**config.mk**
```make
export PLATFORM = sky130hd
export DESIGN_NAME = sram_axi_arbiter
export DESIGN_NICKNAME = d
export VERILOG_FILES = /design/src/rtl/sram_axi_arbiter_pkg.sv /design/src/rtl/sram_strb_gen.sv /design/src/rtl/sram_axi_arbiter.sv
export SDC_FILE = /design/constraint.sdc
export NUM_CORES = 1
export LEC_CHECK = 0
export ABC_AREA = 1
export BUFFER_PORTS_ARGS = -buffer_cell sky130_fd_sc_hd__buf_2
export CORE_AREA = 10 10 144 146
export CTS_BUF_LIST = sky130_fd_sc_hd__clkbuf_8
export DETAILED_ROUTE_END_ITERATION = 16
export DIE_AREA = 0 0 154 156
export PLACE_DENSITY_LB_ADDON = 0.08
export SLEW_MARGIN = 20
export SYNTH_ARGS = -nofsm -noshare
export SYNTH_HDL_FRONTEND = slang
export SYNTH_HIERARCHICAL = 1
export SYNTH_SLANG_ARGS = --single-unit
```
**constraint.sdc**
```tcl
create_clock -name clk -period 2.2 [get_ports clk]
set_input_delay 0.11 -clock clk [delete_from_list [all_inputs] [get_ports clk]]
set_output_delay 0.11 -clock clk [all_outputs]
set_load 0.05 [all_outputs]
```
**src/rtl/sram_axi_arbiter_pkg.sv**
```systemverilog
// Shared types and AXI constants for the SRAM-like to AXI bridge.
package sram_axi_arbiter_pkg;

  typedef enum logic [2:0] {
    IDLE,
    RD_ADDR,
    RD_DATA,
    WR_REQ,
    WR_RESP
  } axi_state_t;

  localparam logic [1:0] AXI_BURST_INCR = 2'b01;
  localparam logic [7:0] AXI_LEN_SINGLE = 8'd0;

  // One SRAM-like request as seen at a core port
  typedef struct packed {
    logic        req;
    logic        wr;
    logic [1:0]  size;
    logic [31:0] addr;
    logic [31:0] wdata;
  } sram_req_t;

  // Response toward a core port
  typedef struct packed {
    logic        addr_ok;
    logic        data_ok;
    logic [31:0] rdata;
  } sram_resp_t;

endpackage

```
**src/rtl/sram_strb_gen.sv**
```systemverilog
// Byte-lane strobe and AXI size from an SRAM-like size/offset pair.
module sram_strb_gen
  import sram_axi_arbiter_pkg::*;
(
  input  logic [1:0] size,
  input  logic [1:0] addr,
  output logic [3:0] wstrb,
  output logic [2:0] axsize
);

  logic [1:0] size_eff;

  // Size 3 has no meaning on a 32-bit port; treat it as a full word
  always_comb begin
    size_eff = (size == 2'd3) ? 2'd2 : size;
    axsize   = {1'b0, size_eff};
    case (size_eff)
      2'd0:    wstrb = 4'b0001 << addr;
      2'd1:    wstrb = 4'b0011 << {addr[1], 1'b0};
      default: wstrb = 4'b1111;
    endcase
  end

endmodule

```
**src/rtl/sram_axi_arbiter.sv**
```systemverilog
// Serialises the inst and data SRAM-like ports onto one single-beat AXI master.
module sram_axi_arbiter
  import sram_axi_arbiter_pkg::*;
#(
  parameter logic [3:0] INST_ID = 4'd0,
  parameter logic [3:0] DATA_ID = 4'd1
) (
  input  logic        clk,
  input  logic        rst,
  input  logic        inst_req,
  input  logic        inst_wr,
  input  logic [1:0]  inst_size,
  input  logic [31:0] inst_addr,
  input  logic [31:0] inst_wdata,
  output logic        inst_addr_ok,
  output logic        inst_data_ok,
  output logic [31:0] inst_rdata,
  input  logic        data_req,
  input  logic        data_wr,
  input  logic [1:0]  data_size,
  input  logic [31:0] data_addr,
  input  logic [31:0] data_wdata,
  output logic        data_addr_ok,
  output logic        data_data_ok,
  output logic [31:0] data_rdata,
  output logic [3:0]  arid,
  output logic [31:0] araddr,
  output logic [7:0]  arlen,
  output logic [2:0]  arsize,
  output logic [1:0]  arburst,
  output logic        arvalid,
  input  logic        arready,
  input  logic [3:0]  rid,
  input  logic [31:0] rdata,
  input  logic [1:0]  rresp,
  input  logic        rlast,
  input  logic        rvalid,
  output logic        rready,
  output logic [3:0]  awid,
  output logic [31:0] awaddr,
  output logic [7:0]  awlen,
  output logic [2:0]  awsize,
  output logic [1:0]  awburst,
  output logic        awvalid,
  input  logic        awready,
  output logic [31:0] wdata,
  output logic [3:0]  wstrb,
  output logic        wlast,
  output logic        wvalid,
  input  logic        wready,
  input  logic [3:0]  bid,
  input  logic [1:0]  bresp,
  input  logic        bvalid,
  output logic        bready
);

  axi_state_t state, state_nxt;
  sram_req_t  inst_q, data_q, lat;
  sram_resp_t inst_rsp, data_rsp;
  logic       owner_data;
  logic       aw_done, w_done;
  logic [2:0] axsize;

  // inst_wr is ignored: the fetch port only ever reads
  assign inst_q = '{req: inst_req, wr: 1'b0, size: inst_size, addr: inst_addr, wdata: inst_wdata};
  assign data_q = '{req: data_req, wr: data_wr, size: data_size, addr: data_addr, wdata: data_wdata};

  sram_strb_gen u_strb (
    .size   (lat.size),
    .addr   (lat.addr[1:0]),
    .wstrb  (wstrb),
    .axsize (axsize)
  );

  // State register
  always_ff @(posedge clk or posedge rst) begin
    if (rst) state <= IDLE;
    else     state <= state_nxt;
  end

  // Latch the granted request; track per-channel write handshakes
  always_ff @(posedge clk or posedge rst) begin
    if (rst) begin
      lat        <= '0;
      owner_data <= 1'b0;
      aw_done    <= 1'b0;
      w_done     <= 1'b0;
    end else if (state == IDLE) begin
      aw_done <= 1'b0;
      w_done  <= 1'b0;
      if (data_req || inst_req) begin
        owner_data <= data_req;
        lat        <= data_req ? data_q : inst_q;
      end
    end else if (state == WR_REQ) begin
      if (awvalid && awready) aw_done <= 1'b1;
      if (wvalid && wready)   w_done  <= 1'b1;
    end
  end

  // Next state and handshake outputs; addr_ok is held low while rst is up
  always_comb begin
    state_nxt = state;
    inst_rsp  = '{addr_ok: 1'b0, data_ok: 1'b0, rdata: rdata};
    data_rsp  = '{addr_ok: 1'b0, data_ok: 1'b0, rdata: rdata};
    arvalid   = 1'b0;
    rready    = 1'b0;
    awvalid   = 1'b0;
    wvalid    = 1'b0;
    bready    = 1'b0;
    case (state)
      IDLE: begin
        if (!rst) begin
          if (data_req) begin
            data_rsp.addr_ok = 1'b1;
            state_nxt        = data_wr ? WR_REQ : RD_ADDR;
          end else if (inst_req) begin
            inst_rsp.addr_ok = 1'b1;
            state_nxt        = RD_ADDR;
          end
        end
      end
      RD_ADDR: begin
        arvalid = 1'b1;
        if (arready) state_nxt = RD_DATA;
      end
      RD_DATA: begin
        rready = 1'b1;
        if (rvalid) begin
          if (owner_data) data_rsp.data_ok = 1'b1;
          else            inst_rsp.data_ok = 1'b1;
          state_nxt = IDLE;
        end
      end
      WR_REQ: begin
        awvalid = !aw_done;
        wvalid  = !w_done;
        if ((aw_done || awready) && (w_done || wready)) state_nxt = WR_RESP;
      end
      WR_RESP: begin
        bready = 1'b1;
        if (bvalid) begin
          data_rsp.data_ok = 1'b1;
          state_nxt        = IDLE;
        end
      end
      default: state_nxt = IDLE;
    endcase
  end

  assign inst_addr_ok = inst_rsp.addr_ok;
  assign inst_data_ok = inst_rsp.data_ok;
  assign inst_rdata   = inst_rsp.rdata;
  assign data_addr_ok = data_rsp.addr_ok;
  assign data_data_ok = data_rsp.data_ok;
  assign data_rdata   = data_rsp.rdata;

  assign arid    = owner_data ? DATA_ID : INST_ID;
  assign araddr  = lat.addr;
  assign arlen   = AXI_LEN_SINGLE;
  assign arsize  = axsize;
  assign arburst = AXI_BURST_INCR;
  assign awid    = owner_data ? DATA_ID : INST_ID;
  assign awaddr  = lat.addr;
  assign awlen   = AXI_LEN_SINGLE;
  assign awsize  = axsize;
  assign awburst = AXI_BURST_INCR;
  assign wdata   = lat.wdata;
  assign wlast   = 1'b1;

  // Response IDs/status and rlast are not used by a single-outstanding bridge
  logic unused_ok;
  assign unused_ok = ^{inst_wr, rid, rresp, rlast, bid, bresp};

endmodule

```
==> metrics, run 1 <==
HP Class input pin to register; syn avg cell area approximately 7.9 um2; GRT Util Overall 13.5%; crit path DAT between 1.5 and 2 ns; total negative slack 0 ns; final wirelength 17.0 mm; TritonCTS Buffers 9; Clock Skews 0.00672 ns; CP startpoint state[2]$_DFFE_PP0P_; CTS tree done; I/O Buffers 256; worst skew pair latency between 0.3 and 0.4 ns; core area 17800 um2; fin. max-slew vios 0; share of cells above drive strength 1 40.4%; Starting Density 28.3%; WP data required 2.09 ns; first-pass GRT wire length about 25 mm; Max-slew headroom 48.7%; die height 156 um; Leak 2.99 nW; CP Cell Sequence inv_2 -> nand2_2 -> nor2_8 -> inv_1 -> nor4_2 -> buf_2; Core Rows 49; average wire per standard cell 17.8 um; final setup vio count 0; VDD IR max 0.000937 V; Post-CTS Setup Bufs 0; most common cell after layout, fill and taps aside buf_2; Slew @ Worst Pin 0.770 ns; Yosys cell types 22; Die W 154 um; final hold vios 0; CTS max path bufs 2; minimum clock period 1.79 ns; Syn Std Cell Area between 5000 and 6000 um2; routed via count 3996; CTS HTree Levels 3; CP top delay family buffers and inverters; crit path max-delay cell type dfrtp_1; synthesized flop and latch total 72; fill count 2007; via/cell ratio 4.20; RePlAce Congestion 0.812; CP Max Fanout 6; outcome finished clean; final HPWL from detailed placement roughly 13 mm; TritonRoute pass-1 iters 4; DRC viols 0; Mapped Cells approximately 640; P&R area growth vs syn 7.41%; crit path launch type register; number of antenna violations at the first check in global routing 0; unrepaired setup endpoints after global routing no; post-route ant nets 0; sequential area share after synthesis 35.7%; CTS clk-pin slew, worst paths 0.08 ns; gr ovfl total 0; RR Startpoint state[2]$_DFFE_PP0P_; type of the worst setup path register to output port; most frequent cells in the layout 256 x buf_2, 142 x nor2_1, 96 x nand2_1; CP Capture Type output port; Worst Hold Launch inst_addr[4]; Sink Count 72; FMAX around 560 MHz; largest net degree at the start of global routing 73; vias in the first global route 4222; worst hold margin 0.0342 ns; die area roughly 24000 um2; Tcrit/Tclk final approximately four fifths; io pins slightly below 400; number of DRC markers in iteration 0 88; Pwr per Cell Area 1950 nW/um2; Ys Warns 6; max cap viols 0; clock root buffer master clkbuf_8; antenna cell count 0; CP max stage delay 0.45 ns; final-stage net count 906; WP buf/inv 3
-- per-layer routing --
metal | global-route usage, % | vias to the layer above | share of wire, %
li1 | - | 1973 | -
met1 | 14.5 | 1796 | 38
met2 | 23.3 | 189 | 51
met3 | 4.85 | 38 | 8.6
met4 | 6.34 | 0 | 2.7
met5 | 0 | - | 0
-- stage by stage --
stage	power (mW)	setup WS [ns]	utilization (%)	cell area (um2)	cells
floorplan	9.59	0.0836	-	5160	664
global placement	9.60	0.543	29.1	5190	933
detailed placement	9.63	0.483	29.1	5190	933
CTS	10.8	0.358	30.4	5420	952
global route	11.3	0.235	30.4	5420	952
finish	10.6	0.410	30.4	5420	952
-- registers in the layout (all words and copies together) (netlist names) --
name / flops
araddr: 32
aw_done: 1
lat: 2
owner_data: 1
state: 3
w_done: 1
wdata: 32
-- final cells by class --
class	instances	area, um2	share of cell area (%)
clock buffers	11	151	2.79
flip-flops and latches	72	1800	33.2
repair buffers	266	1400	25.8
multi-input cells	350	1660	30.6
inverters	19	75.1	1.38
well taps	229	287	5.29
clock inverters	5	47.5	0.877
-- repair_timing --
action,4_1_cts,5_1_grt
resized for setup,0,0
hold endpoints to repair,74,0
hold buffers,3,0
-- path summary, 6_finish.rpt --
kind                            cells past startpoint  slack (ns)                endpoint
worst max-delay path                                6        0.41            inst_addr_ok
worst min register to register                      2        0.48   wdata[27]$_DFFE_PP0P_
max in group asynchronous                           4        1.38   wdata[23]$_DFFE_PP0P_
worst max register to register                      6        0.49   wdata[11]$_DFFE_PP0P_
min in group asynchronous                           4        0.47  araddr[15]$_DFFE_PP0P_
worst min-delay path                                3        0.03   araddr[4]$_DFFE_PP0P_
-- synthesized netlist by cell type --
cell / n / share of area (%)
nor2_1: 142 / 11
clkbuf_1: 11 / 0.82
o31ai_2: 1 / 0.25
buf_6: 3 / 0.67
a21oi_1: 3 / 0.30
nor3_1: 1 / 0.099
nand3_1: 4 / 0.40
o21ai_0: 3 / 0.30
nand2_4: 1 / 0.22
inv_1: 14 / 1.0
dfrtp_1: 72 / 36
o31ai_4: 2 / 0.84
nor2_8: 1 / 0.40
o21bai_1: 2 / 0.30
buf_2: 9 / 0.89
buf_4: 200 / 30
inv_2: 5 / 0.37
conb_1: 3 / 0.22
nand2_1: 96 / 7.1
nand2_2: 2 / 0.25
o31ai_1: 63 / 9.4
nor4_1: 1 / 0.12
-- worst min-delay path: stages --
cell     delay (ns)
buf_2          0.09
nor2_1         0.07
o31ai_1        0.07
-- cells by family (layout without fill, tap and decap cells) --
| group | Yosys count | after routing | share of synthesized area (%) |
|---|---|---|---|
| flops | 72 | 72 | 35.7 |
| compound gates | 74 | 74 | 11.4 |
| simple gates | 248 | 248 | 19.2 |
| other cells | 3 | 28 | 0.223 |
| buf+inv | 242 | 301 | 33.5 |
-- where the power goes --
part           switching, mW  internal (mW)
Clock                  0.525          0.575
Sequential             0.463           1.99
Combinational           5.53           1.48
Total                   6.52           4.05
No activity file was read; power rests on OpenSTA's default activity.
==> inputs of run 2 (changes only) <==
ABC_AREA = 0   (was 1)
CORE_AREA = 10 10 147 149   (was 10 10 144 146)
DIE_AREA = 0 0 157 159   (was 0 0 154 156)
clock period = 1.5 ns   (was 2.2 ns; I/O delays follow)
==> run 2 against run 1 <==
  * Combinational power is 68% higher
  * Cell count is 13% lower
  * Sequential cell count stayed put
  * Area after synthesis is 2.5% higher
  * The run now ends with setup timing left
  * Clock power is 52% higher
  * Sequential share of layout area is 4.9 points lower
  * Critical endpoint is now wdata[31]$_DFFE_PP0P_
  * Non-clock buffer count is 33 higher
==> metrics, run 2 <==
HP Class input pin to register; I/O Buffers approximately 260; Yosys cell types 35; largest net degree at the start of global routing 56; final wirelength 15.5 mm; Reg2Reg Depth 6; final hold vios 0; CTS HTree Levels 3; CTS tree done; first-pass GRT wire length 22.7 mm; most common cell in the synthesized netlist buf_4; ranking of synthesized cells by area dfrtp_1 35%, buf_4 28%, mux2_2 20%; CP dominant cell by count buf_6; Die W about 160 um; ys async rst share 100%; failing checks setup timing; unrepaired setup endpoints after global routing yes; crit path launch type register; CP Max Fanout 12; dpl cell area 5510 um2; crit path max-delay cell type or3_4; Hold Path Cell Cnt 3; Clock Skews roughly 0.011 ns; worst slack at placement -0.220 ns; Mapped Cells 470; type of the worst setup path register to register; core area ~19000 um2; share of Yosys cell area claimed by the top area cell type 34.8%; most common cell after layout, fill and taps aside buf_2; P&R area growth vs syn 23.2%; CP Cell Sequence or3_4 -> buf_6 -> nor2_4 -> buf_6 -> buf_12 -> mux2_2; Leak approximately 3.1 nW; Final Instance Area 6370 um2; CP Capture Type register; area of the multi-input gates 2140 um2; Pwr per Cell Area 2690 nW/um2; final setup vio count 73; vias in the first global route 4038; commonest cells in the netlist 193 x buf_4, 92 x mux2_2, 72 x dfrtp_1, 40 x mux2_1, 9 x clkbuf_1; via/cell ratio 4.12; met1 usage 10.9%; Tot Pwr 17.1 mW; VDD IR max between 0.001 and 0.0015 V; TritonRoute pass-1 iters 3; gr ovfl total 0; CP max stage delay 0.40 ns; CTS max path bufs 2; routing usage on met3 5.94%; share of cells above drive strength 1 73.9%; syn avg cell area 11.0 um2; minimum clock period 1.85 ns; fin. max-slew vios 0; RePlAce Congestion 0.693; EDFF count, synth 0; worst skew pair latency between 0.3 and 0.4 ns; crit path DAT 2.09 ns; Yosys top cell by area dfrtp_1; fill count 1916; FMAX 540 MHz; die height ~160 um; Core Rows 50; CTS clk-pin slew, worst paths 0.08 ns; total negative slack -20.63 ns; DRC viols 0; average wire per standard cell 18.6 um; final-stage net count approximately 780; routed via count about 3400; post-route ant nets 0; die area 25000 um2; number of DRC markers in iteration 0 67; outcome finished with violations; clock root buffer master clkbuf_8; Sink Count between 70 and 80; Ys Warns 6; Starting Density approximately 28%; sequential area share after synthesis 34.8%; Tcrit/Tclk final 123%; final worst slack -0.352 ns; number of antenna violations at the first check in global routing 2; final HPWL from detailed placement ~12 mm; WP data required 1.73 ns; sequential cell area 1810 um2; Syn Std Cell Area between 5000 and 6000 um2; TritonCTS Buffers 9; io pins 396; most frequent cells in the layout 245 x buf_2, 76 x mux2_2, 69 x dfrtp_1; synthesized flop and latch total 72; GRT Util Overall 11.6%; Top Usage Layer GRT met2; worst hold margin 0.0510 ns; max cap viols 0; met2 Resource Use GR 21.1%; Top FF cell, synth dfrtp_1
==> run 2: power by group <==
part	switching [mW]	internal [mW]	leakage, nW
Clock	0.770	0.905	0.109
Combinational	8.03	3.78	2.20
Sequential	0.721	2.94	0.845
==> run 2: stage by stage <==
| step | utilization (%) | instances |
|---|---|---|
| final | 34.3 | 833 |
| after detailed placement | 29.6 | 787 |
| after CTS | 33.1 | 825 |
| after global placement | 29.6 | 787 |
| after global routing | 34.3 | 832 |
| after floorplan | - | 495 |
==> run 2: kinds of logic after synthesis <==
kind of cell	count (synthesis)	share of synthesized area, %
and+or+nand+nor	26	2.98
AOI/OAI and AO/OA	19	2.44
buffers and inverters	217	30.6
muxes	133	28.9
DFF	72	34.8
other	3	0.218
==> run 2: final timing paths <==
path / from / endpoint / slack (ns)
hold reg to reg: wdata[15]$_DFFE_PP0P_ / wdata[15]$_DFFE_PP0P_ / 0.48
setup reg to reg: state[2]$_DFFE_PP0P_ / wdata[31]$_DFFE_PP0P_ / -0.35
hold / removal: inst_req / owner_data$_DFFE_PP0P_ / 0.05
setup / recovery: state[2]$_DFFE_PP0P_ / wdata[31]$_DFFE_PP0P_ / -0.35
max in group asynchronous: rst / araddr[1]$_DFFE_PP0P_ / 0.80
min in group asynchronous: rst / wdata[1]$_DFFE_PP0P_ / 0.41
==> run 2: critical path, delay by kind of cell, from the launching register on <==
kind	cells	cell delay (ns)
multiplexers	1	0.34
flip-flops	1	0.39
AND/OR/NAND/NOR	2	0.55
buffers and inverters	3	0.44
==> run 2: layout make-up <==
cell class              count  share of cell area (%)
repair buffers            299                    29.6
clock buffers              12                    2.59
flip-flops and latches     72                    28.3
inverters                   5                   0.413
well taps                 234                    4.60
diodes                      1                  0.0393
multi-input cells         206                    33.6
clock inverters             4                   0.806
==> run 2: repair_timing <==
action | in CTS | in global routing
resized for setup | 55 | 46
pin swaps | 6 | 9
gates cloned | 2 | 3
hold buffers | 3 | 1
setup endpoints to repair | 76 | 81
endpoints found under the hold margin | 74 | 1
buffers inserted | 18 | 10
==> run 2: routing by layer <==
layer | part of all wire (%) | vias up
met5 | 0.071 | -
met4 | 1.9 | 2
met3 | 11 | 26
met2 | 53 | 183
met1 | 34 | 1623
li1 | - | 1602
